--- src/rtl/pb_event.sv ---
// Push-button event queue: captures button edges into a small FIFO readable over CPU I/O.
// Define PB_EVENT_FALL_EN to queue releases as well as presses.
module pb_event #(
  parameter int DEPTH = 8
) (
  input  logic       clk,
  input  logic       rst,
  input  logic [4:0] state,
  input  logic [7:0] addr,
  input  logic       rd,
  input  logic       wr,
  input  logic [7:0] wdata,
  output logic [7:0] out,
  output logic       irq
);

  localparam int AW = (DEPTH > 1) ? $clog2(DEPTH) : 1;
  localparam int CW = AW + 1;
  localparam logic [7:0]    ADDR_STATUS = 8'd251;
  localparam logic [7:0]    ADDR_DATA   = 8'd252;
  localparam logic [AW-1:0] PTR_LAST    = AW'(DEPTH - 1);
  localparam logic [CW-1:0] CNT_FULL    = CW'(DEPTH);

  logic [4:0]    prev;
  logic [4:0]    edge_mask;
  logic [4:0]    mem [DEPTH];
  logic [AW-1:0] wr_ptr, rd_ptr;
  logic [CW-1:0] count;
  logic          overflow;
  logic          full, empty;
  logic          push, pop, wr_en;
  logic          ovf_event, ovf_clear;
  logic          unused_wdata;

  function automatic logic [AW-1:0] next_ptr(input logic [AW-1:0] p);
    return (p == PTR_LAST) ? '0 : p + AW'(1);
  endfunction

`ifdef PB_EVENT_FALL_EN
  assign edge_mask = state ^ prev;
`else
  assign edge_mask = state & ~prev;
`endif

  assign full      = (count == CNT_FULL);
  assign empty     = (count == '0);
  assign push      = (edge_mask != 5'b0);
  assign pop       = rd && (addr == ADDR_DATA) && !empty;
  // A full queue still accepts a new entry when a pop frees a slot the same cycle.
  assign wr_en     = push && (!full || pop);
  assign ovf_event = push && full && !pop;
  assign ovf_clear = wr && (addr == ADDR_STATUS) && wdata[7];
  assign unused_wdata = ^wdata[6:0];

  // Control state: edge history, pointers, occupancy, sticky overflow, interrupt
  always_ff @(posedge clk or posedge rst) begin
    if (rst) begin
      prev     <= 5'b0;
      wr_ptr   <= '0;
      rd_ptr   <= '0;
      count    <= '0;
      overflow <= 1'b0;
      irq      <= 1'b0;
    end else begin
      prev <= state;
      if (wr_en) wr_ptr <= next_ptr(wr_ptr);
      if (pop)   rd_ptr <= next_ptr(rd_ptr);
      if (wr_en && !pop)      count <= count + CW'(1);
      else if (!wr_en && pop) count <= count - CW'(1);
      if (ovf_event)      overflow <= 1'b1;
      else if (ovf_clear) overflow <= 1'b0;
      irq <= !empty;
    end
  end

  // Entry storage carries data only and is never reset
  always_ff @(posedge clk) begin
    if (wr_en) mem[wr_ptr] <= edge_mask;
  end

  always_comb begin
    out = 8'b0;
    if (addr == ADDR_STATUS) begin
      out = {overflow, full, 2'b00, 4'(count)};
    end else if (addr == ADDR_DATA && !empty) begin
      out = {3'b000, mem[rd_ptr]};
    end
  end

endmodule

--- config.mk ---
export PLATFORM = sky130hd
export DESIGN_NAME = pb_event
export DESIGN_NICKNAME = d
export VERILOG_FILES = /design/src/rtl/pb_event.sv
export SDC_FILE = /design/constraint.sdc
export NUM_CORES = 1
export LEC_CHECK = 0
export ABC_AREA = 1
export CAP_MARGIN = 20
export CORE_UTILIZATION = 45
export CTS_CLUSTER_DIAMETER = 50
export DETAILED_ROUTE_END_ITERATION = 10
export PLACE_DENSITY = 0.75
export SLEW_MARGIN = 10
export SYNTH_ARGS = -nofsm -noshare
export SYNTH_HDL_FRONTEND = slang
export SYNTH_SLANG_ARGS = --single-unit
--- constraint.sdc ---
create_clock -name clk -period 3.71 [get_ports clk]
set_input_delay 0.371 -clock clk [delete_from_list [all_inputs] [get_ports clk]]
set_output_delay 0.371 -clock clk [all_outputs]
set_load 0.005 [all_outputs]
==> results of run 1 <==
## cell families (layout without fill, tap and decap cells)
kind of cell,count (synthesis),count (layout),share of synthesized area [%]
compound gates,30,30,5.89
fa+ha+maj,8,8,4.09
simple gates,132,132,21.1
xor+xnor,4,4,1.33
other cells,1,1,0.142
buf+inv,36,72,5.65
flops,57,57,61.8
## per-layer routing
layer  up-vias  global-route usage, %
li1        949                      -
met1       844                   24.9
met2        68                   29.2
met3         7                   4.65
met4         0                   9.26
met5         -                      0
## per-stage QoR
step	hold slack, ns	total power [mW]
2_1_floorplan	0.297	1.28
3_3_place_gp	0.496	1.38
3_5_place_dp	0.500	1.41
4_1_cts	0.464	1.89
5_1_grt	0.506	1.99
6_report	0.446	1.88
## state kept, by name (all words and copies together) (netlist names)
signal / cells
overflow: 1
prev: 5
rd_ptr: 3
irq: 1
wr_ptr: 3
mem: 40
count: 4
## final cells by class
cell class	instances	area, um2	area share, %
Sequential cell	57	1630	52.2
Timing Repair Buffer	28	273	8.76
Clock buffer	15	156	5.02
Multi-Input combinational cell	175	858	27.6
Inverter	28	105	3.37
Clock inverter	1	5.00	0.161
Tap cell	72	90.1	2.89
## synth_stat cells (all sizes together)
cell,n
nor3b,1
dfrtp,17
xor2,2
nand2,43
a21oi,3
inv,27
conb,1
nor3,2
fa,1
or2,1
o22ai,1
nand3,25
nor2,59
clkinv,1
ha,7
buf,5
clkbuf,3
xnor2,2
edfxtp,40
nand4,1
o21ai,26
## power groups by stage
stage / Clock (mW) / Sequential (mW) / Combinational, mW
finish: 0.483 / 0.943 / 0.452
global route: 0.517 / 0.959 / 0.518
CTS: 0.496 / 0.943 / 0.456
detailed placement: 0 / 0.955 / 0.453
global placement: 0 / 0.947 / 0.434
floorplan: 0 / 0.932 / 0.348
## path summary, 6_finish.rpt
kind / from / to / slack [ns] / depth (start not counted)
min in group clk: overflow / overflow / 0.51 / 2
worst max-delay path: rd_ptr[1] / out[3] / 0.84 / 7
worst min register to register: overflow / overflow / 0.51 / 2
worst min-delay path: rst / wr_ptr[2] / 0.45 / 2
worst max register to register: count[0] / count[3] / 1.17 / 13
max in group asynchronous: rst / prev[4] / 2.83 / 2
==> impl_metrics.json, run 1 <==
{
  "syn_area_um2": 2630,
  "cts_root_buffer": "clkbuf_8",
  "end_kind": "output port",
  "drv_cap": 0,
  "max_freq_mhz": 348,
  "row_count": 27,
  "routed.top_layer": "met4",
  "dr_wl_met2_um": 2500,
  "gp_congestion": 0.802,
  "grt_pass1_wl_um": 8500,
  "min_period_over_period_pct": 77.4,
  "ys_seq_area_share_pct": 61.8,
  "dr.first_iter.drc_count": 165,
  "cts_max_path_buffers": 2,
  "groute.usage.overall_pct": 18.9,
  "final_util_pct": 55.9,
  "syn_to_final_growth_pct": 18.2,
  "antenna_found_initial": 0,
  "setup_viol": 0,
  "hpwl_um": 3570,
  "combPwrFrac_pct": 24.0,
  "final_cells": 376,
  "cts_made_buffers": 9,
  "io_pins": 34,
  "cts_hold_buf": 0,
  "clkTransAtPathRegs_ns": 0.06,
  "start_util_pct": 47.3,
  "dpl_cell_area_um2": 2950,
  "hold_viol": 0,
  "vias_per_cell": 4.97,
  "max_stage_delay_ns": 0.63,
  "clock_latency_ns": 0.33,
  "synth.distinct_cells": 29,
  "worstPathMaxFanout": 13,
  "worst_path_dominant_cell_family": "buffers and inverters",
  "die_w_um": 78.5,
  "final_common_cell": "nor2_1",
  "route.detailed.drc": 0,
  "rsz0062_at_grt": "no",
  "cts_tree": "yes",
  "power.density_nw_per_um2": 603,
  "ir_drop_v": 0.000416,
  "max_slew_margin_pct": 54.2,
  "status": "completed",
  "pre_cts_ws_ns": 0.743,
  "dr_wl_met3_um": 367,
  "htree_levels": 3,
  "placedCellCount": 360,
  "port-buffer-count": 25,
  "arrival_ns": 2.50,
  "ys_top_cells_by_area": "edfxtp_1 (46%), dfrtp_1 (16%), nor2_1 (8.4%)",
  "postCtsSetupBuffers": 0,
  "yosysWarnings": 0,
  "core_um2": 5570,
  "fin_ws_ns": 0.840,
  "p_int_mw": 1.28,
  "syn_nets": 301,
  "die_y_um": 78.5,
  "clkPwrFrac_pct": 25.7,
  "cp_common_cell": "nand3_1",
  "slew_violations": 0,
  "synth_seq_cells": 57,
  "fp.dieArea_um2": 6160,
  "drt-total-wl_um": 5140,
  "tightest_slew_ns": 0.686,
  "synth_cells": 268,
  "fin_area_um2": 3110,
  "leakagePower_nw": 1.31,
  "grt_pass1_vias": 1747,
  "cts_resized": 0,
  "dr.pass1.iters": 4,
  "setup_tns_ns": 0,
  "nFillCells": 488,
  "via_count": 1868,
  "final_cell_mix": "nor2_1 (59), nand2_1 (42), edfxtp_1 (40)",
  "wl_per_cell_um": 13.7,
  "path_class": "register to output port",
  "switching_share_pct": 31.9,
  "required_ns": 3.34,
  "synth_area_per_cell_um2": 9.83,
  "antenna_left": 0,
  "slowest_stage": "dfrtp_1",
  "path_cells": "clkinv_1 > nor2_1 > o21ai_0 > nand3_1 > nand3_1 > nand2_1 > clkdlybuf4s50_1",
  "crit_buf_inv": 2,
  "min_path_type": "primary input to asynchronous set/reset pin",
  "insertedDiodeCount": 0,
  "fin_nets": 332,
  "power_frac_seq_pct": 50.2,
  "clock_sinks": 57,
  "netlist.area_leader.share_pct": 45.6,
  "wl_met1_um": 2220,
  "synth_top_area_cell": "edfxtp_1",
  "layout-drive-gt1-share_pct": 6.25,
  "finalCriticalPeriod_ns": 2.87,
  "grt_max_degree": 24,
  "skew_ns": 0.00712,
  "switchingPower_mw": 0.598,
  "start_kind": "register",
  "grt_overflow": 0
}
(Power assumes the default switching activity.)
==> inputs of run 2 (changes only) <==
clock period = 3 ns   (was 3.71 ns; I/O delays follow)
==> run 2 against run 1 <==
  * Clock-buffer cell count shrank 5
  * Utilization up 0.56 points
  * Flip-flop and latch count unchanged
  * Total power grew 25%
  * Clock power is 23% higher
  * Worst hold slack lost 0.096 ns
  * Clock skew grew 0.0039 ns
  * Die area did not move
==> impl_metrics.json, run 2 (synthesis gave the netlist of run 1 again) <==
{
  "status": "completed",
  "postCtsSetupBuffers": 0,
  "clkTransAtPathRegs_ns": 0.07,
  "io_pins": 34,
  "htree_levels": 3,
  "final_cell_mix": "nor2_1 (59), nand2_1 (42), edfxtp_1 (40)",
  "via_count": 1887,
  "vias_per_cell": 4.97,
  "min_path_type": "primary input to asynchronous set/reset pin",
  "grt_max_degree": 18,
  "max_freq_mhz": 387,
  "rsz0062_at_grt": "no",
  "die_w_um": 78.5,
  "largest_reg_flops": 40,
  "holdWs_ns": 0.350,
  "timing.rr.start": "count[0]",
  "combPwrFrac_pct": 24.2,
  "wl_per_cell_um": 14.1,
  "final_common_cell": "nor2_1",
  "clock_sinks": 57,
  "grt_pass1_vias": 1872,
  "antenna_found_initial": 0,
  "setup_tns_ns": 0,
  "drt-total-wl_um": 5350,
  "dr.first_iter.drc_count": 147,
  "finalCriticalPeriod_ns": 2.59,
  "grt_pass1_wl_um": 9020,
  "cts_tree": "yes",
  "r2r_cells": 12,
  "hold_viol": 0,
  "power.density_nw_per_um2": 743,
  "required_ns": 2.70,
  "clock_latency_ns": 0.34,
  "rrSetupSlack_ns": 0.65,
  "switchingPower_mw": 0.777,
  "cts_resized": 0,
  "nFillCells": 504,
  "path_class": "register to output port",
  "layout-drive-gt1-share_pct": 8.44,
  "port-buffer-count": 25,
  "arrival_ns": 2.29,
  "cts_made_buffers": 9,
  "antenna_left": 0,
  "row_count": 27,
  "cts_max_path_buffers": 2,
  "tightest_slew_ns": 0.656,
  "route.detailed.drc": 0,
  "cts_hold_buf": 0,
  "dr.pass1.iters": 6,
  "end_kind": "output port",
  "fin_nets": 336,
  "power_frac_seq_pct": 50.4,
  "grt_overflow": 0,
  "p_int_mw": 1.56,
  "start_kind": "register",
  "min_period_over_period_pct": 86.2,
  "groute.usage.overall_pct": 20.3,
  "insertedDiodeCount": 0,
  "fp.dieArea_um2": 6160,
  "core_um2": 5570,
  "clkPwrFrac_pct": 25.5,
  "hpwl_um": 3660,
  "leakagePower_nw": 1.33,
  "top_register": "mem",
  "drv_cap": 0,
  "max_slew_margin_pct": 56.2,
  "cts_root_buffer": "clkbuf_8",
  "switching_share_pct": 33.2,
  "slew_violations": 0,
  "ir_drop_v": 0.000520,
  "worstPathMaxFanout": 13,
  "gp_congestion": 0.795,
  "setup_viol": 0,
  "start_util_pct": 47.3,
  "skew_ns": 0.0110,
  "top_regs": "mem x40, prev x5, count x4",
  "rr_endpoint": "count[3]",
  "final_util_pct": 56.4,
  "syn_to_final_growth_pct": 19.4,
  "die_y_um": 78.5
}
[run 2: changes by cell type in the layout (fill, tap and decap cells not counted), sizes merged]
| cell | change |
|---|---|
| clkbuf | -5 |
| buf | +4 |
| clkinv | +4 |
| clkinvlp | +1 |
[run 2: worst max path at each step]
| stage | slack [ns] | startpoint | endpoint |
|---|---|---|---|
| after detailed placement | 0.34 | addr[5] | count[3] |
| after floorplan | 0.79 | count[0] | count[3] |
| final | 0.41 | rd_ptr[0] | out[4] |
| after global placement | 0.40 | addr[5] | count[3] |
| after CTS | 0.43 | rd_ptr[0] | out[0] |
| after global routing | 0.27 | rd_ptr[0] | out[0] |
[run 2: per-layer routing]
layer,up-vias,share of wire [%],GRT usage (%),wire [um]
met5,-,0,0,0
met4,0,2.0,10.0,106
met3,8,6.2,6.63,330
met2,59,48,31.6,2570
met1,868,44,25.4,2340
li1,952,-,-,-
[run 2: critical path, cell delays in order, from the launching register on]
cell             delay (ns)
dfrtp_1                0.62
buf_4                  0.27
nor2_1                 0.06
o21ai_0                0.26
a21oi_1                0.12
nor2_1                 0.11
clkdlybuf4s50_1        0.50
[run 2: power groups by stage]
stage          Clock [mW]  Sequential [mW]  Combinational, mW
6_report            0.596             1.18              0.565
4_1_cts             0.607             1.18              0.570
3_5_place_dp            0             1.19              0.566
2_1_floorplan           0             1.15              0.430
3_3_place_gp            0             1.18              0.546
5_1_grt             0.648             1.20              0.664
[run 2: per-stage QoR]
step           instances  cell area (um2)  setup slack, ns  total power, mW
5_1_grt              380             3150            0.268             2.51
2_1_floorplan        268             2630            0.790             1.58
3_5_place_dp         364             2980            0.343             1.76
6_report             380             3150            0.414             2.34
4_1_cts              380             3150            0.428             2.35
3_3_place_gp         364             2980            0.398             1.73
[run 2: layout make-up]
cell class | instances | area (um2) | area share (%)
flip-flops and latches | 57 | 1630 | 51.7
repair buffers | 32 | 303 | 9.63
inverters | 28 | 105 | 3.34
well taps | 72 | 90.1 | 2.86
clock buffers | 10 | 128 | 4.06
multi-input cells | 175 | 858 | 27.3
clock inverters | 6 | 35.0 | 1.11
